`src/rtl/riscv_pkg.sv`:
```
// riscv_pkg: core-wide constants shared by fetch, decode and hazard logic
package riscv_pkg;
    localparam int          XLEN      = 32;
    localparam logic [31:0] RESET_PC  = 32'h0000_0000;
    localparam logic [31:0] NOP_INSTR = 32'h0000_0013;
endpackage

```
`src/rtl/pipe_reg_en_clr.sv`:
```
// pipe_reg_en_clr: pipeline register with enable and synchronous clear to RST_VAL
module pipe_reg_en_clr #(
    parameter int           W       = 32,
    parameter logic [W-1:0] RST_VAL = '0
) (
    input  logic         clk,
    input  logic         en_i,
    input  logic         clr_i,
    input  logic [W-1:0] d_i,
    output logic [W-1:0] q_o
);
    always_ff @(posedge clk)
        if (clr_i) q_o <= RST_VAL;
        else if (en_i) q_o <= d_i;
endmodule

```
`src/rtl/fetch_stage.sv`:
```
// fetch_stage: PC register, synchronous imem interface and IF/ID pipeline register
module fetch_stage #(
    parameter int          XLEN      = riscv_pkg::XLEN,
    parameter logic [31:0] RESET_PC  = riscv_pkg::RESET_PC,
    parameter logic [31:0] NOP_INSTR = riscv_pkg::NOP_INSTR
) (
    input  logic            clk,
    input  logic            reset,
    input  logic            StallF,
    input  logic            StallD,
    input  logic            FlushD,
    input  logic            PCSrcE,
    input  logic [XLEN-1:0] PCTargetE,
    output logic [XLEN-1:0] imem_addr,
    input  logic [31:0]     imem_rdata,
    output logic [31:0]     InstrD,
    output logic [XLEN-1:0] PCD,
    output logic [XLEN-1:0] PCPlus4D,
    output logic            ValidD
);
    import riscv_pkg::*;
    logic [XLEN-1:0] pcf_q, pcf_d, pcplus4f;
    logic            bubble_q, use_hold_q, use_hold_d;
    logic [31:0]     instr_hold_q, instr_hold_d;
    assign pcplus4f  = pcf_q + XLEN'(4);
    assign pcf_d     = PCSrcE ? {PCTargetE[XLEN-1:2], 2'b00} : pcplus4f;
    assign imem_addr = pcf_q;
    // A taken redirect is older than the stall, so it still loads the PC.
    pipe_reg_en_clr #(.W(XLEN), .RST_VAL(RESET_PC[XLEN-1:0])) u_pcf (
        .clk(clk), .en_i(~StallF | PCSrcE), .clr_i(reset), .d_i(pcf_d), .q_o(pcf_q)
    );
    pipe_reg_en_clr #(.W(2*XLEN), .RST_VAL('0)) u_pcd (
        .clk(clk), .en_i(~StallD), .clr_i(FlushD | reset),
        .d_i({pcf_q, pcplus4f}), .q_o({PCD, PCPlus4D})
    );
    pipe_reg_en_clr #(.W(2), .RST_VAL(2'b01)) u_flags (
        .clk(clk), .en_i(~StallD), .clr_i(FlushD | reset),
        .d_i(2'b10), .q_o({ValidD, bubble_q})
    );
    // The memory keeps reading under a stall, so the decoded word is captured locally.
    always_comb begin
        InstrD       = bubble_q ? NOP_INSTR : use_hold_q ? instr_hold_q : imem_rdata;
        use_hold_d   = StallD & ~FlushD;
        instr_hold_d = use_hold_d ? InstrD : instr_hold_q;
    end
    always_ff @(posedge clk)
        if (reset) begin
            use_hold_q   <= 1'b0;
            instr_hold_q <= NOP_INSTR;
        end else begin
            use_hold_q   <= use_hold_d;
            instr_hold_q <= instr_hold_d;
        end
endmodule
```
`config.mk`:
```
export PLATFORM = sky130hd
export DESIGN_NAME = fetch_stage
export DESIGN_NICKNAME = d
export VERILOG_FILES = /design/src/rtl/riscv_pkg.sv /design/src/rtl/pipe_reg_en_clr.sv /design/src/rtl/fetch_stage.sv
export SDC_FILE = /design/constraint.sdc
export NUM_CORES = 1
export LEC_CHECK = 0
export ABC_AREA = 1
export BUFFER_PORTS_ARGS = -buffer_cell sky130_fd_sc_hd__buf_2
export CAP_MARGIN = 20
export CORE_MARGIN = 2
export CORE_UTILIZATION = 45
export CTS_BUF_LIST = sky130_fd_sc_hd__clkbuf_8 sky130_fd_sc_hd__clkbuf_16
export CTS_CLUSTER_SIZE = 30
export DETAILED_ROUTE_END_ITERATION = 8
export PLACE_DENSITY = 0.73
export SLEW_MARGIN = 20
export SYNTH_ARGS = -nofsm -noshare
export SYNTH_HDL_FRONTEND = slang
export SYNTH_SLANG_ARGS = --single-unit
```
`constraint.sdc`:
```
create_clock -name clk -period 1.3 [get_ports clk]
set_input_delay 0.195 -clock clk [delete_from_list [all_inputs] [get_ports clk]]
set_output_delay 0.195 -clock clk [all_outputs]
set_load 0.03 [all_outputs]
```
==> metrics.sh, run 1 <==
NUMBER_OF_BUFFERS_ADDED_BY_THE_CLOCK_TREE_SYNTHESIS_STEP=17
TOTAL_DIE_AREA_MM2=0.0138
CRITICAL_PATH.N_BUFFERS_INVERTERS=3
SYNTH-SEQ-AREA-SHARE_PCT=43.3
CP_SLOWEST_CELL='sky130_fd_sc_hd__dfxtp_4'
GRT_MAX_DEGREE=33
TIMING.CRITICAL_PATH.SLOWEST_CELL_DELAY_NS=0.42
NETLIST_AREA_MM2=0.00578
TIMING.FMAX_MHz=600
SYNTH-EDFF-COUNT=0
DETAIL-ROUTE-ANTENNA-NETS=0
SYNTH.TOP_CELL.AREA_SHARE_PCT=43.3
YOSYS_REGISTER_BITS=125
DETAILROUTE.WIRELENGTH.MET3_UM=1480
CORE_AREA_MM2=0.0126
PEAKVDDDROP_mV=0.933
ROW_COUNT=41
DIE_H_UM=117
IO_PINS=199
TOPROUTINGLAYERUSED='met4'
FINALHOLDVIOLCOUNT=0
CLOCK_TREE_FROM_TRITONCTS='built'
DRV_CAP=0
NFILLCELLS=851
ROUTEDWLPERCELL_UM=16.8
CRITICAL_PATH.MAX_FANOUT=8
CRITICAL-PATH-TOP-DELAY-FAMILY='flip-flops'
CLOCK_SINKS=125
POST-DP-HPWL_UM=12400
LAYOUT_MIN_CYCLE_TIME_NS=1.67
PLACEMENT.IO_BUFFERS=190
DETAILEDROUTE.FIRSTPASSITERATIONCOUNT=4
CTS_MAX_PATH_BUFFERS=2
POWER_LEAKAGE_nW=4.34
POSTLAYOUTSETUPSLACKWORST_NS=-0.367
DRT-TOTAL-WL_UM=21500
DETAILROUTE.VIA_COUNT=6765
WORST-ENDPOINT-ARRIVAL_NS=1.47
ROUTABILITYCONGESTION=0.878
YOSYS-TOP-CELLS-COUNT='sky130_fd_sc_hd__nand2_1 (228), sky130_fd_sc_hd__nor2_1 (162), sky130_fd_sc_hd__dfxtp_1 (125)'
CTSHTREEMAXLEVEL=4
GRT_PASS1_VIAS=6441
SYNTH_ASYNC_SR_FLOP_SHARE_PCT=0
DIE_WIDTH_UM=117
MET2ROUTEDLENGTH_UM=10600
OUTCOME='finished, violations left'
CRITPATHREQUIREDTIME_NS=1.11
DETAIL_ROUTE.ITER0.VIOLATIONS=497
FINAL_CELLS=1284
CRIT_PATH_END_KIND='output pin'
MIN_PERIOD_OVER_PERIOD_PCT=128
GRT-OVFL-TOTAL=0
POST-SYNTH-TOP-COUNT-CELL='sky130_fd_sc_hd__nand2_1'
DRIVE_ABOVE_1_SHARE_PCT=46.2
CLKLATENCYLATEPIN_NS=0.43
CLK_TRANSITION_REPORTED_PATHS_NS=0.06
CP_CELL_SEQUENCE='inv_8, buf_12, nand2_1, nand3_2, buf_6'
WORST_HOLD_PATH_TYPE='input port to register'
GRT.TOTAL_USAGE_PCT=29.1
FAILED_CHECKS='setup timing'
DRV_SLEW=0
GRT_SETUP_UNREPAIRED='true'
HOLD_WS_NS=0.0285
INITIAL_ANTENNA_VIOLATION_COUNT=0
PLACED_CELLS=1228
SYNTH_FLOP_CELL='sky130_fd_sc_hd__dfxtp_1'
SYNTHTOPCELLSBYAREA='sky130_fd_sc_hd__dfxtp_1 (43%), sky130_fd_sc_hd__nand2_1 (15%), sky130_fd_sc_hd__nor2_1 (11%)'
FINAL.SETUP.TNS_NS=-18.35
FINALINSTANCEAREA_MM2=0.00942
YOSYSUNIQUECELLTYPES=28
TOTAL_NUMBER_OF_NETS_IN_THE_FINAL_DESIGN=1170
POSTSYNTHCELLCOUNT=849
TIMING.REG2REG.SETUP_SLACK_NS=-0.24
SETUP_VIOLATIONS=87
FINAL.SETUP_SKEW_NS=0.0106
CRITICAL_SETUP_PATH_KIND='register to output pin'
TOTAL_OF_WARNINGS_RAISED_BY_YOSYS=0
MET1WIRELENGTH_UM=8660
START_UTIL_PCT=46.0
CRITICAL_PATH.STARTPOINT_TYPE='register'
DETAIL_ROUTE.VIAS_PER_CELL=5.27
POST_DP_CELL_AREA_MM2=0.00757
POWER_DENSITY_mW_PER_MM2=1080
DRC_ERRORS=0
AREA_GROWTH_SYN_TO_LAYOUT_PCT=63.0
FIRST_PASS_GRT_WIRE_LENGTH_UM=32200
ANTENNADIODECOUNT=0
PLACE_WS_NS=-0.171
SYNTHESIS.AREA_PER_INSTANCE_UM2=6.80
CTS_ROOT_BUF='sky130_fd_sc_hd__clkbuf_16'
YOSYS.AREA.TOP_TYPE='sky130_fd_sc_hd__dfxtp_1'
metrics by stage:
step | power (mW) | util [%]
6_report | 10.2 | 74.9
5_1_grt | 10.5 | 74.9
4_1_cts | 9.96 | 70.7
3_5_place_dp | 5.51 | 60.2
3_3_place_gp | 5.50 | 60.2
2_1_floorplan | 5.00 | -
placed cells by master, fill, tap and decap left out, types with 5 or more instances in the layout:
cell type / instances
sky130_fd_sc_hd__nand2_1: 198
sky130_fd_sc_hd__buf_2: 140
sky130_fd_sc_hd__nor2_1: 96
sky130_fd_sc_hd__dfxtp_1: 96
sky130_fd_sc_hd__o21ai_0: 86
sky130_fd_sc_hd__inv_1: 64
sky130_fd_sc_hd__buf_4: 62
sky130_fd_sc_hd__nor2_4: 57
sky130_fd_sc_hd__buf_6: 51
sky130_fd_sc_hd__nand2_2: 28
sky130_fd_sc_hd__o21ai_2: 24
sky130_fd_sc_hd__a21oi_1: 20
sky130_fd_sc_hd__nor2_2: 18
sky130_fd_sc_hd__clkbuf_16: 18
sky130_fd_sc_hd__dfxtp_2: 16
sky130_fd_sc_hd__dfxtp_4: 13
sky130_fd_sc_hd__xor2_2: 11
sky130_fd_sc_hd__a21oi_2: 11
sky130_fd_sc_hd__nand3_2: 10
sky130_fd_sc_hd__a22o_1: 9
sky130_fd_sc_hd__buf_12: 9
sky130_fd_sc_hd__nand2_4: 7
sky130_fd_sc_hd__a31oi_1: 7
sky130_fd_sc_hd__clkinv_2: 7
sky130_fd_sc_hd__o21ai_1: 6
sky130_fd_sc_hd__conb_1: 6
sky130_fd_sc_hd__buf_16: 5
sky130_fd_sc_hd__clkbuf_4: 5
area by class of cell:
class	instances	area [um^2]	share of cell area [%]
well taps	172	215	2.29
multi-input cells	614	3700	39.3
repair buffers	274	2140	22.7
clock buffers	18	439	4.66
inverters	67	269	2.86
flip-flops and latches	125	2570	27.3
clock inverters	14	87.6	0.930
where the power goes:
part / switching (mW) / total [mW] / internal, mW
clock: 1.75 / 4.35 / 2.60
combinational: 1.05 / 1.70 / 0.654
sequential: 0.148 / 4.14 / 3.99
final timing paths:
kind / start / end / cells past startpoint
min: PCTargetE[7] / u_pcf.q_o[7] / 3
min reg2reg: u_pcd.q_o[27] / u_pcd.q_o[27] / 2
max: use_hold_q / InstrD[1] / 5
max reg2reg: u_pcf.q_o[3] / u_pcf.q_o[10] / 8
timing repair:
| item | 4_1_cts | 5_1_grt |
|---|---|---|
| resized for setup | 197 | 131 |
| setup endpoints to repair | 80 | 101 |
| buffers inserted | 13 | 9 |
| pin swaps | 34 | 51 |
| cloned | 5 | 1 |
| hold buffers | 0 | 0 |
kinds of logic (layout without fill, tap and decap cells):
| group | after synthesis | count (layout) | synth area share (%) |
|---|---|---|---|
| compound gates | 164 | 164 | 15.0 |
| xor+xnor | 15 | 15 | 2.53 |
| fa+ha+maj | 1 | 1 | 0.217 |
| buf+inv | 115 | 373 | 8.21 |
| flops | 125 | 125 | 43.3 |
| other cells | 1 | 6 | 0.0649 |
| simple gates | 428 | 428 | 30.6 |
registers in the layout, summed over array words and instances (netlist names):
register	count
u_flags.q_o	2
u_pcd.q_o	60
u_pcf.q_o	30
use_hold_q	1
instr_hold_q	32
worst register-to-register path, delay by kind of cell, from the launching register on:
family,cells,cell delay [ns]
simple gates,4,0.48
flops,1,0.36
compound gates,1,0.17
fa+ha+maj,1,0.15
buf+inv,1,0.15
xor+xnor,1,0.15
per-layer routing:
metal,track usage [%],vias up
met5,0,-
met4,13.9,0
met3,6.18,69
met2,48.1,311
met1,36.3,3207
li1,-,3178
Power figures use the tool's default switching activity.
==> run 2: changes to the inputs <==
- CORE_ASPECT_RATIO: not set -> 0.6
==> metrics.sh, run 2 (same netlist as run 1, synthesis figures left out) <==
OUTCOME='finished, violations left'
FAILED_CHECKS='setup timing'
TIMING.FMAX_MHz=615
CP_CELL_SEQUENCE='inv_8, buf_16, nor2_4, nor2_4, buf_4'
CRITICAL_PATH.N_BUFFERS_INVERTERS=3
CRITICAL_PATH.STARTPOINT_TYPE='register'
DRC_ERRORS=0
LAYOUT.AREA.SEQ_MM2=0.00256
TIMING.REG2REG.SETUP_SLACK_NS=-0.28
LOGIC_DEPTH_OF_THE_WORST_PATH_BUFFERS_INCLUDED=5
PLACEMENT.IO_BUFFERS=190
TIMING.CRITICAL_PATH.SLOWEST_CELL_DELAY_NS=0.43
START_UTIL_PCT=45.5
DETAILROUTE.VIA_COUNT=6645
DRT-TOTAL-WL_UM=20800
CP-ENDPOINT='InstrD[17]'
DRIVE_ABOVE_1_SHARE_PCT=46.6
REG2REGPATHDEPTH=8
TOTAL_DIE_AREA_MM2=0.0138
POSTLAYOUTSETUPSLACKWORST_NS=-0.326
RR_STARTPOINT='u_pcf.q_o[2]'
IO_PINS=199
FINALHOLDVIOLCOUNT=0
DRV_CAP=0
ROW_COUNT=32
TOTALPOWERFINAL_mW=10.4
CP_SLOWEST_CELL='sky130_fd_sc_hd__dfxtp_4'
LARGEST-REGISTER='u_pcd.q_o'
POST-DP-HPWL_UM=12800
POWER_LEAKAGE_nW=4.38
CRITPATHREQUIREDTIME_NS=1.11
WORST_HOLD_PATH_TYPE='input port to register'
FINALINSTANCEAREA_MM2=0.00953
POWER_DENSITY_mW_PER_MM2=1090
DETAIL_ROUTE.VIAS_PER_CELL=5.14
LAYOUT_COMMONEST_CELL='sky130_fd_sc_hd__nand2_1'
POST_DP_CELL_AREA_MM2=0.00768
FLIP_FLOP_COUNT_OF_THE_LARGEST_REGISTER_AFTER_LAYOUT=60
TOTAL_NUMBER_OF_NETS_IN_THE_FINAL_DESIGN=1179
TOP_REGISTERS='u_pcd.q_o x60, instr_hold_q x32, u_pcf.q_o x30'
ROUTABILITYCONGESTION=0.930
CTS_MAX_PATH_BUFFERS=2
CLK_TRANSITION_REPORTED_PATHS_NS=0.06
CRITICAL_PATH.MAX_FANOUT=8
GRT-OVFL-TOTAL=0
SETUP_VIOLATIONS=87
GRT_MAX_DEGREE=40
NFILLCELLS=911
PATH_COMMON_CELL='sky130_fd_sc_hd__nor2_4'
NUMBER_OF_BUFFERS_ADDED_BY_THE_CLOCK_TREE_SYNTHESIS_STEP=17
CORE_AREA_MM2=0.0127
LAYOUT_MIN_CYCLE_TIME_NS=1.63
GRT_SETUP_UNREPAIRED='true'
CRITICAL-PATH-TOP-DELAY-FAMILY='flip-flops'
FINAL.SETUP_SKEW_NS=0.0109
CLOCK_SINKS=125
MIN_PERIOD_OVER_PERIOD_PCT=125
R2R_END='u_pcf.q_o[20]'
FINAL.SETUP.TNS_NS=-17.15
DRV_SLEW=0
GRT.TOTAL_USAGE_PCT=29.5
CRIT_PATH_END_KIND='output pin'
DIE_WIDTH_UM=150
WORST-ENDPOINT-ARRIVAL_NS=1.43
CLOCK_TREE_FROM_TRITONCTS='built'
FOOTPRINT_OF_THE_MULTI_INPUT_GATES_MM2=0.00376
DETAIL_ROUTE.ITER0.VIOLATIONS=393
CTS_ROOT_BUF='sky130_fd_sc_hd__clkbuf_16'
CRITICAL_SETUP_PATH_KIND='register to output pin'
DIE_H_UM=91.8
DETAILEDROUTE.FIRSTPASSITERATIONCOUNT=5
PEAKVDDDROP_mV=1.20
DETAIL-ROUTE-ANTENNA-NETS=0
MOST-COMMON-LAYOUT-CELLS='sky130_fd_sc_hd__nand2_1 (193), sky130_fd_sc_hd__buf_2 (141), sky130_fd_sc_hd__dfxtp_1 (98)'
AREA_GROWTH_SYN_TO_LAYOUT_PCT=65.0
CTSHTREEMAXLEVEL=4
FIRST_PASS_GRT_WIRE_LENGTH_UM=31800
CLKLATENCYLATEPIN_NS=0.41
INITIAL_ANTENNA_VIOLATION_COUNT=1
WORST_SETUP_PATH_STARTPOINT='use_hold_q'
GRT_PASS1_VIAS=6333
ROUTEDWLPERCELL_UM=16.1
-- run 2: timing repair --
| action | 4_1_cts | 5_1_grt |
|---|---|---|
| pin swaps | 44 | 41 |
| hold buffers | 0 | 0 |
| buffers inserted | 15 | 7 |
| resized for setup | 231 | 98 |
| endpoints found under the setup margin | 88 | 99 |
| gates cloned | 5 | 0 |
-- run 2: worst reg2reg max path, stage by stage (launching register included) --
cell                      delay [ns]
sky130_fd_sc_hd__dfxtp_4        0.38
sky130_fd_sc_hd__ha_4           0.15
sky130_fd_sc_hd__nand2_4        0.06
sky130_fd_sc_hd__nor2_4         0.23
sky130_fd_sc_hd__nand3_4        0.17
sky130_fd_sc_hd__o21ai_2        0.18
sky130_fd_sc_hd__nand2_2        0.09
sky130_fd_sc_hd__a21oi_2        0.14
sky130_fd_sc_hd__nor2_1         0.06
-- run 2: worst min-delay path by stage --
stage                   from              to  slack [ns]  cells past startpoint
3_5_place_dp   u_pcd.q_o[28]   u_pcd.q_o[28]        0.44                      2
2_1_floorplan         FlushD  u_flags.q_o[0]        0.31                      2
4_1_cts         PCTargetE[9]    u_pcf.q_o[9]        0.04                      3
3_3_place_gp   u_pcd.q_o[19]   u_pcd.q_o[19]        0.44                      2
6_report        PCTargetE[9]    u_pcf.q_o[9]        0.06                      3
5_1_grt         PCTargetE[6]    u_pcf.q_o[6]        0.07                      3
-- run 2: area by class of cell --
type                       count  share of cell area, %
sequential                   125                   26.9
inverter                      67                   2.85
multi-input combinational    614                   39.5
clock buffer                  17                   4.46
clock inverter                15                   1.39
tap                          170                   2.23
timing repair buffer         283                   22.7
antenna                        1                 0.0263
-- run 2: power breakdown --
group | internal [mW] | switching, mW | total (mW)
clock network | 2.78 | 1.75 | 4.52
logic | 0.663 | 1.05 | 1.72
registers | 3.99 | 0.145 | 4.13
-- run 2: through the flow --
stage | util (%) | hold slack, ns | setup slack [ns] | cells
finish | 75.1 | 0.0634 | -0.326 | 1292
global route | 75.1 | 0.0722 | -0.383 | 1291
CTS | 72.6 | 0.0443 | -0.314 | 1291
detailed placement | 60.5 | 0.438 | -0.146 | 1241
global placement | 60.5 | 0.436 | -0.116 | 1241
floorplan | - | 0.314 | -0.125 | 854
-- run 2: metal layers --
metal	vias to the layer above	wire, um	global-route usage [%]
met5	-	0	0
met4	0	481	10.5
met3	39	1730	6.72
met2	297	9050	43.2
met1	3129	9520	42.4
li1	3180	-	-
